--- src/rtl/adder_seq_pkg.sv ---
// -----------------------------------------------------------------------------
// adder_seq_pkg
// Shared definitions for the digit-serial adder/subtractor:
//   - state_t : FSM state encoding (ST_IDLE=0, ST_RUN=1, ST_DONE=2)
//   - clog2() : ceiling log2, used to size the digit counter
// -----------------------------------------------------------------------------
package adder_seq_pkg;

  typedef enum logic [1:0] {
    ST_IDLE = 2'd0,
    ST_RUN  = 2'd1,
    ST_DONE = 2'd2
  } state_t;

  // Ceiling log2; clog2(1) = 0, so callers needing a non-empty counter
  // must clamp the result to at least 1.
  function automatic int clog2(input int n);
    int r;
    r = 0;
    while ((1 << r) < n) begin
      r++;
    end
    return r;
  endfunction

endpackage

--- src/rtl/adder_seq_digit_adder.sv ---
// -----------------------------------------------------------------------------
// digit_adder
// Combinational DIGIT-bit ripple of full adders.
// Ports:
//   a, b      in  DIGIT  operand digits
//   ci        in  1      carry into bit 0
//   s         out DIGIT  sum digit
//   co        out 1      carry out of the top bit
//   c_msb_in  out 1      carry into the top bit (for signed overflow)
// -----------------------------------------------------------------------------
import adder_seq_pkg::*;

module digit_adder #(
  parameter int DIGIT = 4
) (
  input  logic [DIGIT-1:0] a,
  input  logic [DIGIT-1:0] b,
  input  logic             ci,
  output logic [DIGIT-1:0] s,
  output logic             co,
  output logic             c_msb_in
);

  // A local running carry keeps the chain inside one process, so the
  // ripple does not form a self-referencing vector.
  always_comb begin
    logic w_c;
    w_c      = ci;
    c_msb_in = ci;
    s        = '0;
    for (int i = 0; i < DIGIT; i++) begin
      if (i == DIGIT - 1) begin
        c_msb_in = w_c;
      end
      s[i] = a[i] ^ b[i] ^ w_c;
      w_c  = (a[i] & b[i]) | (w_c & (a[i] ^ b[i]));
    end
    co = w_c;
  end

endmodule

--- src/rtl/adder_seq.sv ---
// -----------------------------------------------------------------------------
// adder_seq
// Digit-serial two's-complement adder/subtractor with valid/ready handshakes.
// Adds DIGIT bits per clock, LSB first; latency WIDTH/DIGIT cycles from the
// accept edge to out_valid.
// Parameters: WIDTH (multiple of DIGIT, >= 2), DIGIT (1..WIDTH).
// Ports:
//   clk, rst             clock (rising edge), synchronous active-high reset
//   in_valid / in_ready  operand handshake
//   a, b                 operands (WIDTH)
//   sub                  1 = a-b, 0 = a+b
//   cin                  carry-in, addition only
//   out_valid/out_ready  result handshake
//   s                    sum/difference (WIDTH)
//   cout                 carry out of MSB (subtract: 1 = no borrow)
//   ovfl                 signed overflow
// Build option: define ADDER_SEQ_SATURATE_EN to saturate s on signed overflow.
// -----------------------------------------------------------------------------
import adder_seq_pkg::*;

module adder_seq #(
  parameter int WIDTH = 16,
  parameter int DIGIT = 4
) (
  input  logic             clk,
  input  logic             rst,
  input  logic             in_valid,
  output logic             in_ready,
  input  logic [WIDTH-1:0] a,
  input  logic [WIDTH-1:0] b,
  input  logic             sub,
  input  logic             cin,
  output logic             out_valid,
  input  logic             out_ready,
  output logic [WIDTH-1:0] s,
  output logic             cout,
  output logic             ovfl
);

  localparam int N_DIG = WIDTH / DIGIT;
  localparam int CNT_W = (clog2(N_DIG) > 0) ? clog2(N_DIG) : 1;
  localparam logic [CNT_W-1:0] LAST_DIG = CNT_W'(N_DIG - 1);

  state_t           r_state;
  logic             r_in_ready;
  logic             r_out_valid;
  logic [WIDTH-1:0] r_a;
  logic [WIDTH-1:0] r_b;
  logic             r_carry;
  logic [CNT_W-1:0] r_cnt;
  logic [WIDTH-1:0] r_s;
  logic             r_cout;
  logic             r_ovfl;

`ifdef ADDER_SEQ_SATURATE_EN
  localparam logic [WIDTH-1:0] SAT_POS = {1'b0, {(WIDTH-1){1'b1}}};
  localparam logic [WIDTH-1:0] SAT_NEG = {1'b1, {(WIDTH-1){1'b0}}};
  // Sign of operand A decides the saturation direction; the operand
  // register itself is shifted away during RUN.
  logic             r_a_msb;
`endif

  logic [DIGIT-1:0] w_sum;
  logic             w_co;
  logic             w_c_msb;
  logic [WIDTH-1:0] w_s_next;

  // Operands are shifted right each RUN cycle, so the active digit is
  // always the low slice.
  digit_adder #(.DIGIT(DIGIT)) u_digit (
    .a        (r_a[DIGIT-1:0]),
    .b        (r_b[DIGIT-1:0]),
    .ci       (r_carry),
    .s        (w_sum),
    .co       (w_co),
    .c_msb_in (w_c_msb)
  );

  // The result fills from the top: after N_DIG shifts the first digit
  // computed has landed in the LSB slice.
  generate
    if (DIGIT == WIDTH) begin : g_single
      assign w_s_next = w_sum;
    end else begin : g_multi
      assign w_s_next = {w_sum, r_s[WIDTH-1:DIGIT]};
    end
  endgenerate

  always_ff @(posedge clk) begin
    if (rst) begin
      r_state     <= ST_IDLE;
      r_in_ready  <= 1'b1;
      r_out_valid <= 1'b0;
      r_a         <= '0;
      r_b         <= '0;
      r_carry     <= 1'b0;
      r_cnt       <= '0;
      r_s         <= '0;
      r_cout      <= 1'b0;
      r_ovfl      <= 1'b0;
`ifdef ADDER_SEQ_SATURATE_EN
      r_a_msb     <= 1'b0;
`endif
    end else begin
      case (r_state)
        ST_IDLE: begin
          if (in_valid) begin
            r_a        <= a;
            r_b        <= b ^ {WIDTH{sub}};
            r_carry    <= sub | cin;  // subtract = a + ~b + 1
            r_cnt      <= '0;
            r_in_ready <= 1'b0;
            r_state    <= ST_RUN;
`ifdef ADDER_SEQ_SATURATE_EN
            r_a_msb    <= a[WIDTH-1];
`endif
          end
        end
        ST_RUN: begin
          r_a     <= r_a >> DIGIT;
          r_b     <= r_b >> DIGIT;
          r_carry <= w_co;
          r_cnt   <= r_cnt + 1'b1;
          if (r_cnt == LAST_DIG) begin
            r_cout      <= w_co;
            r_ovfl      <= w_co ^ w_c_msb;
            r_out_valid <= 1'b1;
            r_state     <= ST_DONE;
`ifdef ADDER_SEQ_SATURATE_EN
            if (w_co ^ w_c_msb) begin
              r_s <= r_a_msb ? SAT_NEG : SAT_POS;
            end else begin
              r_s <= w_s_next;
            end
`else
            r_s <= w_s_next;
`endif
          end else begin
            r_s <= w_s_next;
          end
        end
        ST_DONE: begin
          if (out_ready) begin
            r_out_valid <= 1'b0;
            r_in_ready  <= 1'b1;
            r_state     <= ST_IDLE;
          end
        end
        default: begin
          r_state     <= ST_IDLE;
          r_in_ready  <= 1'b1;
          r_out_valid <= 1'b0;
        end
      endcase
    end
  end

  assign in_ready  = r_in_ready;
  assign out_valid = r_out_valid;
  assign s         = r_s;
  assign cout      = r_cout;
  assign ovfl      = r_ovfl;

endmodule

--- config.mk ---
export PLATFORM = sky130hd
export DESIGN_NAME = adder_seq
export DESIGN_NICKNAME = d
export VERILOG_FILES = /design/src/rtl/adder_seq_pkg.sv /design/src/rtl/adder_seq_digit_adder.sv /design/src/rtl/adder_seq.sv
export SDC_FILE = /design/constraint.sdc
export NUM_CORES = 1
export LEC_CHECK = 0
export CAP_MARGIN = 10
export CELL_PAD_IN_SITES_DETAIL_PLACEMENT = 1
export CELL_PAD_IN_SITES_GLOBAL_PLACEMENT = 2
export CORE_MARGIN = 2
export CORE_UTILIZATION = 27
export DETAILED_ROUTE_END_ITERATION = 10
export PLACE_DENSITY = 0.75
export SKIP_LAST_GASP = 1
export SYNTH_ARGS = -nofsm -noshare
export SYNTH_HDL_FRONTEND = slang
export SYNTH_HIERARCHICAL = 1
export SYNTH_SLANG_ARGS = --single-unit
--- constraint.sdc ---
create_clock -name clk -period 1.95 [get_ports clk]
set_input_delay 0.39 -clock clk [delete_from_list [all_inputs] [get_ports clk]]
set_output_delay 0.39 -clock clk [all_outputs]
set_load 0.01 [all_outputs]
---- Yosys cells after proc, flatten, opt, wreduce, memory -nomap -nowiden ----
Cells that the tools add are included.
W data, S select, Z words.
storage, ports and cells
  word-level logic and storage cells ...... 67
  register bits ........................... 57
  output and inout bits ................... 20
  input port bits ......................... 38
cells by class
  mux-type cells .......................... 18
  reductions and logical operators ........ 7
  eq/ne operators ......................... 6
  bitwise logic cells ..................... 25
  $add $sub $neg .......................... 1
operators with widths
  kind                   number
  $pmux W16 S2           2
  $mux W16               2
  $xor A16 B16 Y16       1
  $reduce_and A3 Y1      3
  $xor A1 B1 Y1          9
  $and A1 B1 Y1          8
  $mux W2                4
  $ne A2 B2 Y1 const B   3
  $pmux W1 S3            2
  $pmux W2 S3            1
  $mux W1                5
  $or A1 B1 Y1           5
  $eq A2 B2 Y1 const B   2
  $pmux W2 S2            1
  $reduce_and A2 Y1      2
  $add A2 B1 Y2 const B  1
  $eq A2 B1 Y1 const B   1
  $logic_not A2 Y1       1
  $not A1 Y1             2
  $pmux W1 S2            1
  $reduce_bool A2 Y1     1

---- Longest topological paths before layout ----
Gate-level depths: netlist of run 1.
  depth in word-level cells ............... 10
  mapped depth ............................ 9
  mapped depth without buffers ............ 9

---- Hierarchy ----
The synthesis of run 1 kept the hierarchy.
modules (own cells, without submodules)
  module       times used  seq. area each (sq um)  area an instance (sq um)  cells each
  adder_seq    1           1141.1                  2457.4                    266
  digit_adder  1           0.0                     110.1                     12

---- Worst setup path before layout of run 1 ----
No wires, ideal clock.
  kind .................................... flip-flop to flip-flop
  start ................................... register r_a[0]
  end ..................................... register r_s[15] (netlist: s[15])
  period minus slack after synthesis ...... 2.000 ns
  stages on the path, launching flop included .. 9
  library setup time ...................... 0.132 ns
  buffers on the path ..................... 0
  arrival ................................. 1.867 ns
  path slack .............................. -0.050 ns
  required time ........................... 1.818 ns
  cell sequence ........................... dfxtp_1 > fa_1 > inv_1 > fa_1 > fa_1 > inv_1 > fa_1 > nand2_1 > a21oi_1
on the way
  cells in the longest elaborated chain, start to end .. 8
  elaborated cells on any way between the ends .. 9
  those cells by class .................... bitwise (9)
RTL lines
  element                 line                         text
  start, declared         adder_seq.sv:47              logic [WIDTH-1:0] r_a;
  start signal, assigned  adder_seq.sv:120             r_a <= r_a >> DIGIT;
  $xor A1 B1 Y1           adder_seq_digit_adder.sv:36  w_c = (a[i] & b[i]) | (w_c & (a[i] ^ b[i]));
  $and A1 B1 Y1           adder_seq_digit_adder.sv:36
  $or A1 B1 Y1 *          adder_seq_digit_adder.sv:36
  $and A1 B1 Y1 *         adder_seq_digit_adder.sv:36
  $or A1 B1 Y1 *          adder_seq_digit_adder.sv:36
  $and A1 B1 Y1 *         adder_seq_digit_adder.sv:36
  $or A1 B1 Y1 *          adder_seq_digit_adder.sv:36
  net w_c_msb             adder_seq.sv:65              logic w_c_msb;
  $xor A1 B1 Y1 *         adder_seq_digit_adder.sv:35  s[i] = a[i] ^ b[i] ^ w_c;
  net w_sum[3]            adder_seq.sv:63              logic [DIGIT-1:0] w_sum;
  end signal, assigned    adder_seq.sv:136             r_s <= w_s_next;
  end signal, assigned    adder_seq.sv:139             r_s <= w_s_next;
  end, declared           adder_seq.sv:51              logic [WIDTH-1:0] r_s;
The timed path passes the listed nets; every way through them passes the cells marked *.
A chain may end at the register's enable or synchronous reset.

---- Final worst setup path of run 1 ----
Same ends and word-level chain as after synthesis.

==> flow_summary.toml, run 1 <==
[global_route]
grt_pass1_wl_um = 10650
grt_overflow = 0
grt_max_degree = 30
grt_usage_pct = 13.16
grt_pass1_vias = 2258
antenna_found_initial = 0

[cells_and_area]
nFillCells = 1091
final_cells = 470
drive_gt1_share_pct = 16.13
nets = 379
area_growth_pct = 35.53
antenna_cells = 0

[placed_design]
dp_hpwl_um = 4345
dp.cells = 452
dp_slack_ps = -133.1
io_buffer_count = 57
gp_congestion = 0.7313

[timing]
hold_viol = 0
min_period_ps = 2041
worst_slack_ps = -91.21
worst-slew-pin-transition_ps = 931.6
maxSlewViolCount = 0
finalSetupTns_ps = -244.3
maxClockFrequency_mhz = 489.9
setup_viol = 4
fin_skew_ps = 7.060
holdWs_ps = 451.8
period_share_pct = 104.7
rsz0062_at_grt = "yes"
slew_headroom_pct = 37.85

[floorplan]
fp.coreArea_um2 = 9240
initial_core_util_pct = 27.79
fp.dieW_um = 101.5
die_area_um2 = 10310
rows = 35
die_h_um = 101.5
io_pins = 58

[clock_tree]
clkTransAtPathRegs_ps = 70
cts_buffer_depth = 2
cts_buffers = 9
cts-root-buf = "clkbuf_8"
h-tree-depth = 3
clk_latency_ps = 340
numClockSinks = 57
cts_tree = "yes"

[detailed_routing]
num_vias = 2171
drtPass1Iterations = 4
drc_errors = 0
wl_per_cell_um = 13.54
avgViaCountPerCell = 4.619
drtAntennaViolNets = 0
totalWireLength_um = 6366
drtIter0Drc = 43

[setup_path]
start_kind = "register"
cp_top_family = "adder cells"
path_depth = 8
crit_path_end_kind = "register"
cp.arrival_ps = 2250
crit_buf_inv = 2
worst-r2r-cell-count = 8
required_ps = 2160
slowest_stage = "fa_2"
r2r_slack_ps = -90
cp_max_fo = 2
critical_path.cell_chain = "fa_2 -> inv_2 -> fa_2 -> fa_2 -> inv_2 -> fa_2 -> nand2_1 -> a21oi_1"
critPathMaxStageDelay_ps = 430
critPathKind = "reg -> reg"
crit_path_frequent_cell = "fa_2"

[pwr]
irDropWorstVdd_uv = 262.7
p_leak_nw = 1.254
powerDensity_nw_per_um2 = 840.1

[outcome]
status = "finished, violations left"
violations = "negative setup slack"

[logic_synthesis]
syn_inst = 278
ys_ff_latch = 57
async_reset_ff_share_pct = 0
syn_nets = 321
yosysSeqAreaShare_pct = 44.44
syn_area_um2 = 2567
synth_cell_type_count = 34
synth-edff-count = 0
ys_warn_count = 6
ys.flop_type = "dfxtp_1"
syn_area_per_cell_um2 = 9.235

[job]
max_cap_viol_count = 0

[hold_path]
hold_path_class = "reg -> reg"
hold_depth = 2
-- timing repair --
action,in CTS,in global routing
gates resized for setup,6,0
hold buffers,0,0
setup buffers,2,0
endpoints found under the setup margin,3,4
pin swaps,6,2
-- placed cells by master (no fill, tap or decap), types with 2 or more instances in the layout --
cell type,synthesis,final
nand2_1,34,34
fa_2,0,4
clkinvlp_4,0,2
inv_1,11,9
buf_4,3,14
o2bb2ai_1,8,8
clkdlybuf4s50_1,0,56
o22ai_1,6,6
a22oi_1,21,21
dfxtp_1,57,54
clkbuf_8,0,12
xor2_1,5,5
inv_2,0,2
o22ai_2,10,10
a21oi_1,21,21
xnor2_1,12,12
dfxtp_2,0,3
a211oi_1,14,14
nor2_1,35,35
-- layout make-up --
class                           count  area (µm²)  share of cell area (%)
Multi-Input combinational cell    186        1246                   35.81
Sequential cell                    57        1145                   32.90
Timing Repair Buffer               71       670.6                   19.27
Clock buffer                       12       165.2                   4.746
Tap cell                          129       161.4                   4.639
Clock inverter                      4       50.05                   1.438
Inverter                           11       41.29                   1.187
-- cells in the mapped netlist, drive strengths merged, types with 2 or more instances --
cell type / count / area share [%]
o22ai: 16 / 6.3
buf: 17 / 4.8
xnor2: 12 / 4.1
o2bb2ai: 8 / 2.7
nand2: 34 / 5.0
nand2b: 2 / 0.78
xor2: 5 / 1.7
clkbuf: 7 / 1.1
a21oi: 21 / 4.1
inv: 11 / 1.6
fa: 4 / 3.1
nor2: 35 / 5.1
dfxtp: 57 / 44
o21bai: 2 / 0.73
a211oi: 14 / 4.1
a22oi: 21 / 6.1
-- per-layer routing --
metal,vias up,track usage (%),part of all wire [%]
met3,9,3.934,4.5
li1,1079,-,-
met5,-,0,0
met1,1029,16.15,48
met4,0,4.678,0.93
met2,54,21.86,47
-- metrics by stage --
stage / cell area, µm² / power, mW / util, %
final: 3480 / 2.923 / 37.66
after global routing: 3480 / 3.069 / 37.66
after CTS: 3480 / 2.970 / 37.66
after detailed placement: 3241 / 1.781 / 35.07
after global placement: 3241 / 1.772 / 35.07
after floorplan: 2572 / 1.600 / -
-- flip-flops by register name, summed over array words and instances (netlist names), 2 cells and up --
signal,count
r_a,16
r_b,16
s,16
r_cnt,2
r_state,2
-- worst paths after layout --
path                              to           startpoint
setup / recovery  s[15]$_SDFFE_PP0P_  r_a[0]$_SDFFE_PP0P_
hold / removal     s[2]$_SDFFE_PP0P_    s[2]$_SDFFE_PP0P_
setup reg to reg  s[15]$_SDFFE_PP0P_  r_a[0]$_SDFFE_PP0P_
hold reg to reg    s[2]$_SDFFE_PP0P_    s[2]$_SDFFE_PP0P_
-- worst reg2reg max path: cells and delay by family (launching register included) --
family / cells / cell delay, ps
buf+inv: 2 / 120
compound gates: 1 / 50
flops: 1 / 350
simple gates: 1 / 70
fa+ha+maj: 4 / 1330
-- logic make-up after synthesis --
group / count (synthesis) / share of synthesized area (%)
xor+xnor: 17 / 5.799
buf+inv: 35 / 7.504
simple gates: 78 / 13.21
fa+ha+maj: 5 / 3.606
flops: 57 / 44.44
mux: 1 / 0.3899
compound gates: 85 / 25.05
-- where the power goes --
| group | switching [mW] | internal (mW) | leakage [nW] | total [mW] |
|---|---|---|---|---|
| Combinational | 0.227 | 0.234 | 0.681 | 0.460 |
| Sequential | 0.0534 | 1.24 | 0.468 | 1.30 |
| Clock | 0.476 | 0.692 | 0.105 | 1.17 |
(Power assumes the default switching activity.)
==> run 2: changes to the inputs <==
--- a/config.mk
+++ b/config.mk
@@ -9,10 +9,12 @@
 export CELL_PAD_IN_SITES_DETAIL_PLACEMENT = 1
 export CELL_PAD_IN_SITES_GLOBAL_PLACEMENT = 2
 export CORE_MARGIN = 2
-export CORE_UTILIZATION = 27
+export CORE_UTILIZATION = 30
+export CTS_BUF_LIST = sky130_fd_sc_hd__clkbuf_8 sky130_fd_sc_hd__clkbuf_16
 export DETAILED_ROUTE_END_ITERATION = 10
-export PLACE_DENSITY = 0.75
+export PLACE_DENSITY = 0.79
 export SKIP_LAST_GASP = 1
+export SLEW_MARGIN = 20
 export SYNTH_ARGS = -nofsm -noshare
 export SYNTH_HDL_FRONTEND = slang
 export SYNTH_HIERARCHICAL = 1
==> constraint.sdc (replaced) <==
create_clock -name clk -period 2.05 [get_ports clk]
set_input_delay 0.41 -clock clk [delete_from_list [all_inputs] [get_ports clk]]
set_output_delay 0.41 -clock clk [all_outputs]
set_load 0.01 [all_outputs]
==> run 2 against run 1 <==
The flow still finishes with violations (negative setup slack). Sequential power fell by 5%. Non-clock buffer count rose by 2. Maximum frequency decreased by 0.66%. Critical path depth up 1. Largest cell class unchanged. Largest power group unchanged.
==> flow_summary.toml, run 2 (synthesis gave the netlist of run 1 again) <==
[detailed_routing]
wl_per_cell_um = 14.48
totalWireLength_um = 6442
num_vias = 2177
drtAntennaViolNets = 0
avgViaCountPerCell = 4.892
drtPass1Iterations = 4
drc_errors = 0
drtIter0Drc = 56

[outcome]
violations = "negative setup slack"
status = "finished, violations left"

[floorplan]
initial_core_util_pct = 31.09
rows = 33
die_area_um2 = 9314
io_pins = 58
die_h_um = 96.51
fp.coreArea_um2 = 8258
fp.dieW_um = 96.51

[clock_tree]
cts_tree = "yes"
numClockSinks = 57
clkTransAtPathRegs_ps = 60
h-tree-depth = 3
cts_buffer_depth = 2
clk_latency_ps = 330
cts_buffers = 9
ctsHoldBuffers = 0
cts-root-buf = "clkbuf_8"

[setup_path]
critical_path.cell_chain = "fa_2 -> inv_2 -> fa_2 -> fa_2 -> inv_2 -> fa_2 -> xor2_1 -> nand3_1 -> a21oi_1"
worst-r2r-cell-count = 9
critPathMaxStageDelay_ps = 380
critPathKind = "reg -> reg"
cp_max_fo = 3
cp.arrival_ps = 2320
slowest_stage = "fa_2"
worst_r2r_endpoint = "ovfl$_SDFFE_PP0P_"
crit_path_frequent_cell = "fa_2"
start_kind = "register"
crit_path_end_kind = "register"
r2r-start = "r_carry$_SDFFE_PP0P_"
required_ps = 2310
r2r_slack_ps = -5

[cells_and_area]
area_growth_pct = 32.89
final_cell_mix = "clkdlybuf4s50_1 (56), dfxtp_1 (54), nor2_1 (35), nand2_1 (34)"
drive_gt1_share_pct = 15.29
antenna_cells = 0
nets = 381
layout_commonest_cell = "clkdlybuf4s50_1"

[timing]
worst-slew-pin-transition_ps = 538.8
maxSlewViolCount = 0
hold_viol = 0
holdWs_ps = 454.7
setup_viol = 1
maxClockFrequency_mhz = 486.7
slew_headroom_pct = 64.03
fin_skew_ps = 6.905
min_period_ps = 2055
worst_slack_ps = -4.848
period_share_pct = 100.2
rsz0062_at_grt = "yes"

[hold_path]
hold_path_class = "reg -> reg"
hold_depth = 2
whs_endpoint = "s[3]$_SDFFE_PP0P_"
worstHoldStart = "s[3]$_SDFFE_PP0P_"

[global_route]
grt_overflow = 0
grt_max_degree = 34
antenna_found_initial = 0
grt_pass1_wl_um = 10470
grt_usage_pct = 15.08
grt_pass1_vias = 2127

[pwr]
p_seq_share_pct = 48.8
swShare_pct = 26.94
p_int_mw = 1.852
p_leak_nw = 1.250
clockPowerShare_pct = 33.7
powerDensity_nw_per_um2 = 742.9
comb_power_share_pct = 17.5
irDropWorstVdd_uv = 269.6
power.switching_mw = 0.6830

[placed_design]
io_buffer_count = 57
dp_hpwl_um = 4462
dp_slack_ps = -76.48
gp_congestion = 0.6941

[job]
max_cap_viol_count = 0
## run 2: changes by cell type in the layout (fill, tap and decap cells not counted), sizes merged
cell / change
buf: +2
bufinv: -1
clkbuf: -2
clkinvlp: -2
inv: +2
## run 2: through the flow
| step | total power [mW] | cells | utilization, % | area (µm²) | TNS (ps) |
|---|---|---|---|---|---|
| 3_5_place_dp | 1.696 | 430 | 39.15 | 3233 | -124.4 |
| 4_1_cts | 2.569 | 444 | 41.23 | 3405 | -20.29 |
| 6_report | 2.535 | 445 | 41.32 | 3412 | -4.848 |
| 5_1_grt | 2.669 | 445 | 41.32 | 3412 | -216.1 |
| 2_1_floorplan | 1.520 | 278 | - | 2567 | 0 |
| 3_3_place_gp | 1.688 | 430 | 39.15 | 3233 | -8.887 |
## run 2: critical path, delay by kind of cell, from the launching register on
family,cells,cell delay [ps]
compound gates,1,150
xor+xnor,1,180
fa+ha+maj,4,1130
buf+inv,2,110
flops,1,330
simple gates,1,80
## run 2: power by group through the flow
stage | sequential, mW | clock (mW) | combinational [mW]
6_report | 1.24 | 0.855 | 0.442
3_5_place_dp | 1.26 | 0 | 0.437
2_1_floorplan | 1.24 | 0 | 0.277
4_1_cts | 1.24 | 0.889 | 0.444
3_3_place_gp | 1.26 | 0 | 0.433
5_1_grt | 1.25 | 0.927 | 0.496
## run 2: worst max-delay path by stage
stage | startpoint | to | slack, ps
6_report | r_carry$_SDFFE_PP0P_ | ovfl$_SDFFE_PP0P_ | -5
5_1_grt | r_carry$_SDFFE_PP0P_ | ovfl$_SDFFE_PP0P_ | -100
4_1_cts | r_a[0]$_SDFFE_PP0P_ | ovfl$_SDFFE_PP0P_ | -20
3_5_place_dp | r_a[0]$_SDFFE_PP0P_ | ovfl$_SDFFE_PP0P_ | -80
3_3_place_gp | r_a[0]$_SDFFE_PP0P_ | ovfl$_SDFFE_PP0P_ | -9
2_1_floorplan | r_a[0]$_SDFFE_PP0P_ | s[15]$_SDFFE_PP0P_ | 50
## run 2: routing by layer
layer / up-vias / GRT usage (%) / part of all wire [%]
met5: - / 0 / 0
met4: 0 / 8.568 / 2.7
met3: 11 / 3.026 / 3.8
met2: 53 / 24.19 / 47
met1: 1032 / 18.87 / 46
li1: 1081 / - / -
## run 2: area by class of cell
class / count / area [µm²]
clock buffers: 10 / 137.6
repair buffers: 73 / 698.2
inverters: 11 / 41.29
flip-flops and latches: 57 / 1145
fillers: 975 / 4846
multi-input cells: 186 / 1246
clock inverters: 3 / 12.51
well taps: 105 / 131.4
## run 2: timing repair
item / CTS / global route
gates cloned: 0 / 0
gates resized for setup: 9 / 0
endpoints found under the hold margin: 0 / 0
buffers inserted: 1 / 1
pin swaps: 6 / 7
setup endpoints to repair: 3 / 4
==> run 3: changes to the inputs <==
--- a/config.mk
+++ b/config.mk
@@ -19,3 +19,4 @@
 export SYNTH_HDL_FRONTEND = slang
 export SYNTH_HIERARCHICAL = 1
 export SYNTH_SLANG_ARGS = --single-unit
+export TNS_END_PERCENT = 10
==> run 3 against run 2 <==
The run still ends with negative setup slack left. Critical endpoint unchanged. Largest power group unchanged. Maximum frequency about the same. Cell count did not move. Wire length is essentially flat.
==> flow_summary.toml, run 3 (synthesis gave the netlist of run 1 again) <==
[cells_and_area]
drive_gt1_share_pct = 15.29
nets = 381
register_area_um2 = 1145
area_growth_pct = 32.89
multi_input_area_um2 = 1246
final_cell_mix = "clkdlybuf4s50_1 (56), dfxtp_1 (54), nor2_1 (35), nand2_1 (34)"
layout_commonest_cell = "clkdlybuf4s50_1"
nFillCells = 975
antenna_cells = 0

[setup_path]
cp_max_fo = 3
required_ps = 2310
crit_path_end_kind = "register"
cp.arrival_ps = 2310
start_kind = "register"
critPathKind = "reg -> reg"
worst-r2r-cell-count = 9

[pwr]
p_leak_nw = 1.250
powerDensity_nw_per_um2 = 743.1
irDropWorstVdd_uv = 266.2

[global_route]
grt_pass1_wl_um = 10470
grt_max_degree = 34
grt_usage_pct = 15.08
grt_overflow = 0
grt_pass1_vias = 2127
antenna_found_initial = 0

[detailed_routing]
drtAntennaViolNets = 0
totalWireLength_um = 6441
drtIter0Drc = 61
drtPass1Iterations = 5
wl_per_cell_um = 14.47
avgViaCountPerCell = 4.910
num_vias = 2185
drc_errors = 0

[clock_tree]
cts_buffers = 9
ctsHoldBuffers = 0
h-tree-depth = 3
clkTransAtPathRegs_ps = 60
numClockSinks = 57
cts_tree = "yes"
cts-root-buf = "clkbuf_8"
clk_latency_ps = 330
cts_buffer_depth = 2

[timing]
maxClockFrequency_mhz = 486.7
worst-slew-pin-transition_ps = 539.2
min_period_ps = 2055
period_share_pct = 100.2
setup_viol = 1
worst_slack_ps = -4.795
rsz0062_at_grt = "yes"
holdWs_ps = 455.1
fin_skew_ps = 7.794
hold_viol = 0
slew_headroom_pct = 64.01
maxSlewViolCount = 0

[floorplan]
io_pins = 58
rows = 33
fp.coreArea_um2 = 8258
initial_core_util_pct = 31.09
die_h_um = 96.51
die_area_um2 = 9314
fp.dieW_um = 96.51

[hold_path]
hold_depth = 2
hold_path_class = "reg -> reg"

[outcome]
status = "finished, violations left"
violations = "negative setup slack"

[job]
max_cap_viol_count = 0

[placed_design]
io_buffer_count = 57
dp_hpwl_um = 4462
gp_congestion = 0.6941
dp_slack_ps = -76.48
## run 3: worst max-delay path: stages, from the launching register on
cell and delay [ps]:
dfxtp_2 330, fa_2 380, inv_2 70, fa_2 200, fa_2 190, inv_2 40
fa_2 360, xor2_1 180, nand3_1 80, a21oi_1 150
## run 3: final timing paths
kind / from / end / slack, ps
setup / recovery: r_carry$_SDFFE_PP0P_ / ovfl$_SDFFE_PP0P_ / -5
hold / removal: s[3]$_SDFFE_PP0P_ / s[3]$_SDFFE_PP0P_ / 460
setup reg to reg: r_carry$_SDFFE_PP0P_ / ovfl$_SDFFE_PP0P_ / -5
hold reg to reg: s[3]$_SDFFE_PP0P_ / s[3]$_SDFFE_PP0P_ / 460
## run 3: cell type report
cell class / instances / share of cell area [%]
tap: 105 / 3.850
sequential: 57 / 33.55
clock inverter: 3 / 0.3667
multi-input combinational: 186 / 36.52
timing repair buffer: 73 / 20.46
clock buffer: 10 / 4.034
inverter: 11 / 1.210
## run 3: power breakdown
part           switching [mW]  total (mW)  internal [mW]
registers              0.0548        1.24           1.18
clock network           0.416       0.856          0.440
logic                   0.213       0.443          0.230
## run 3: repair_timing
action,CTS,global route
setup endpoints to repair,3,4
resized for setup,9,0
pin swaps,6,6
setup buffers,1,1
## run 3: per-layer routing
metal	vias up	part of all wire (%)	global-route usage (%)
li1	1081	-	-
met1	1030	46	18.87
met2	63	47	24.19
met3	11	4.2	3.026
met4	0	2.5	8.568
met5	-	0	0
## run 3: per-stage QoR
step           std cells  cell area, µm²  TNS (ps)  power, mW  utilization, %
5_1_grt              445            3412    -254.0      2.669           41.32
3_5_place_dp         430            3233    -124.4      1.696           39.15
2_1_floorplan        278            2567         0      1.520               -
4_1_cts              444            3405    -20.29      2.569           41.23
3_3_place_gp         430            3233    -8.887      1.688           39.15
6_report             445            3412    -4.795      2.535           41.32
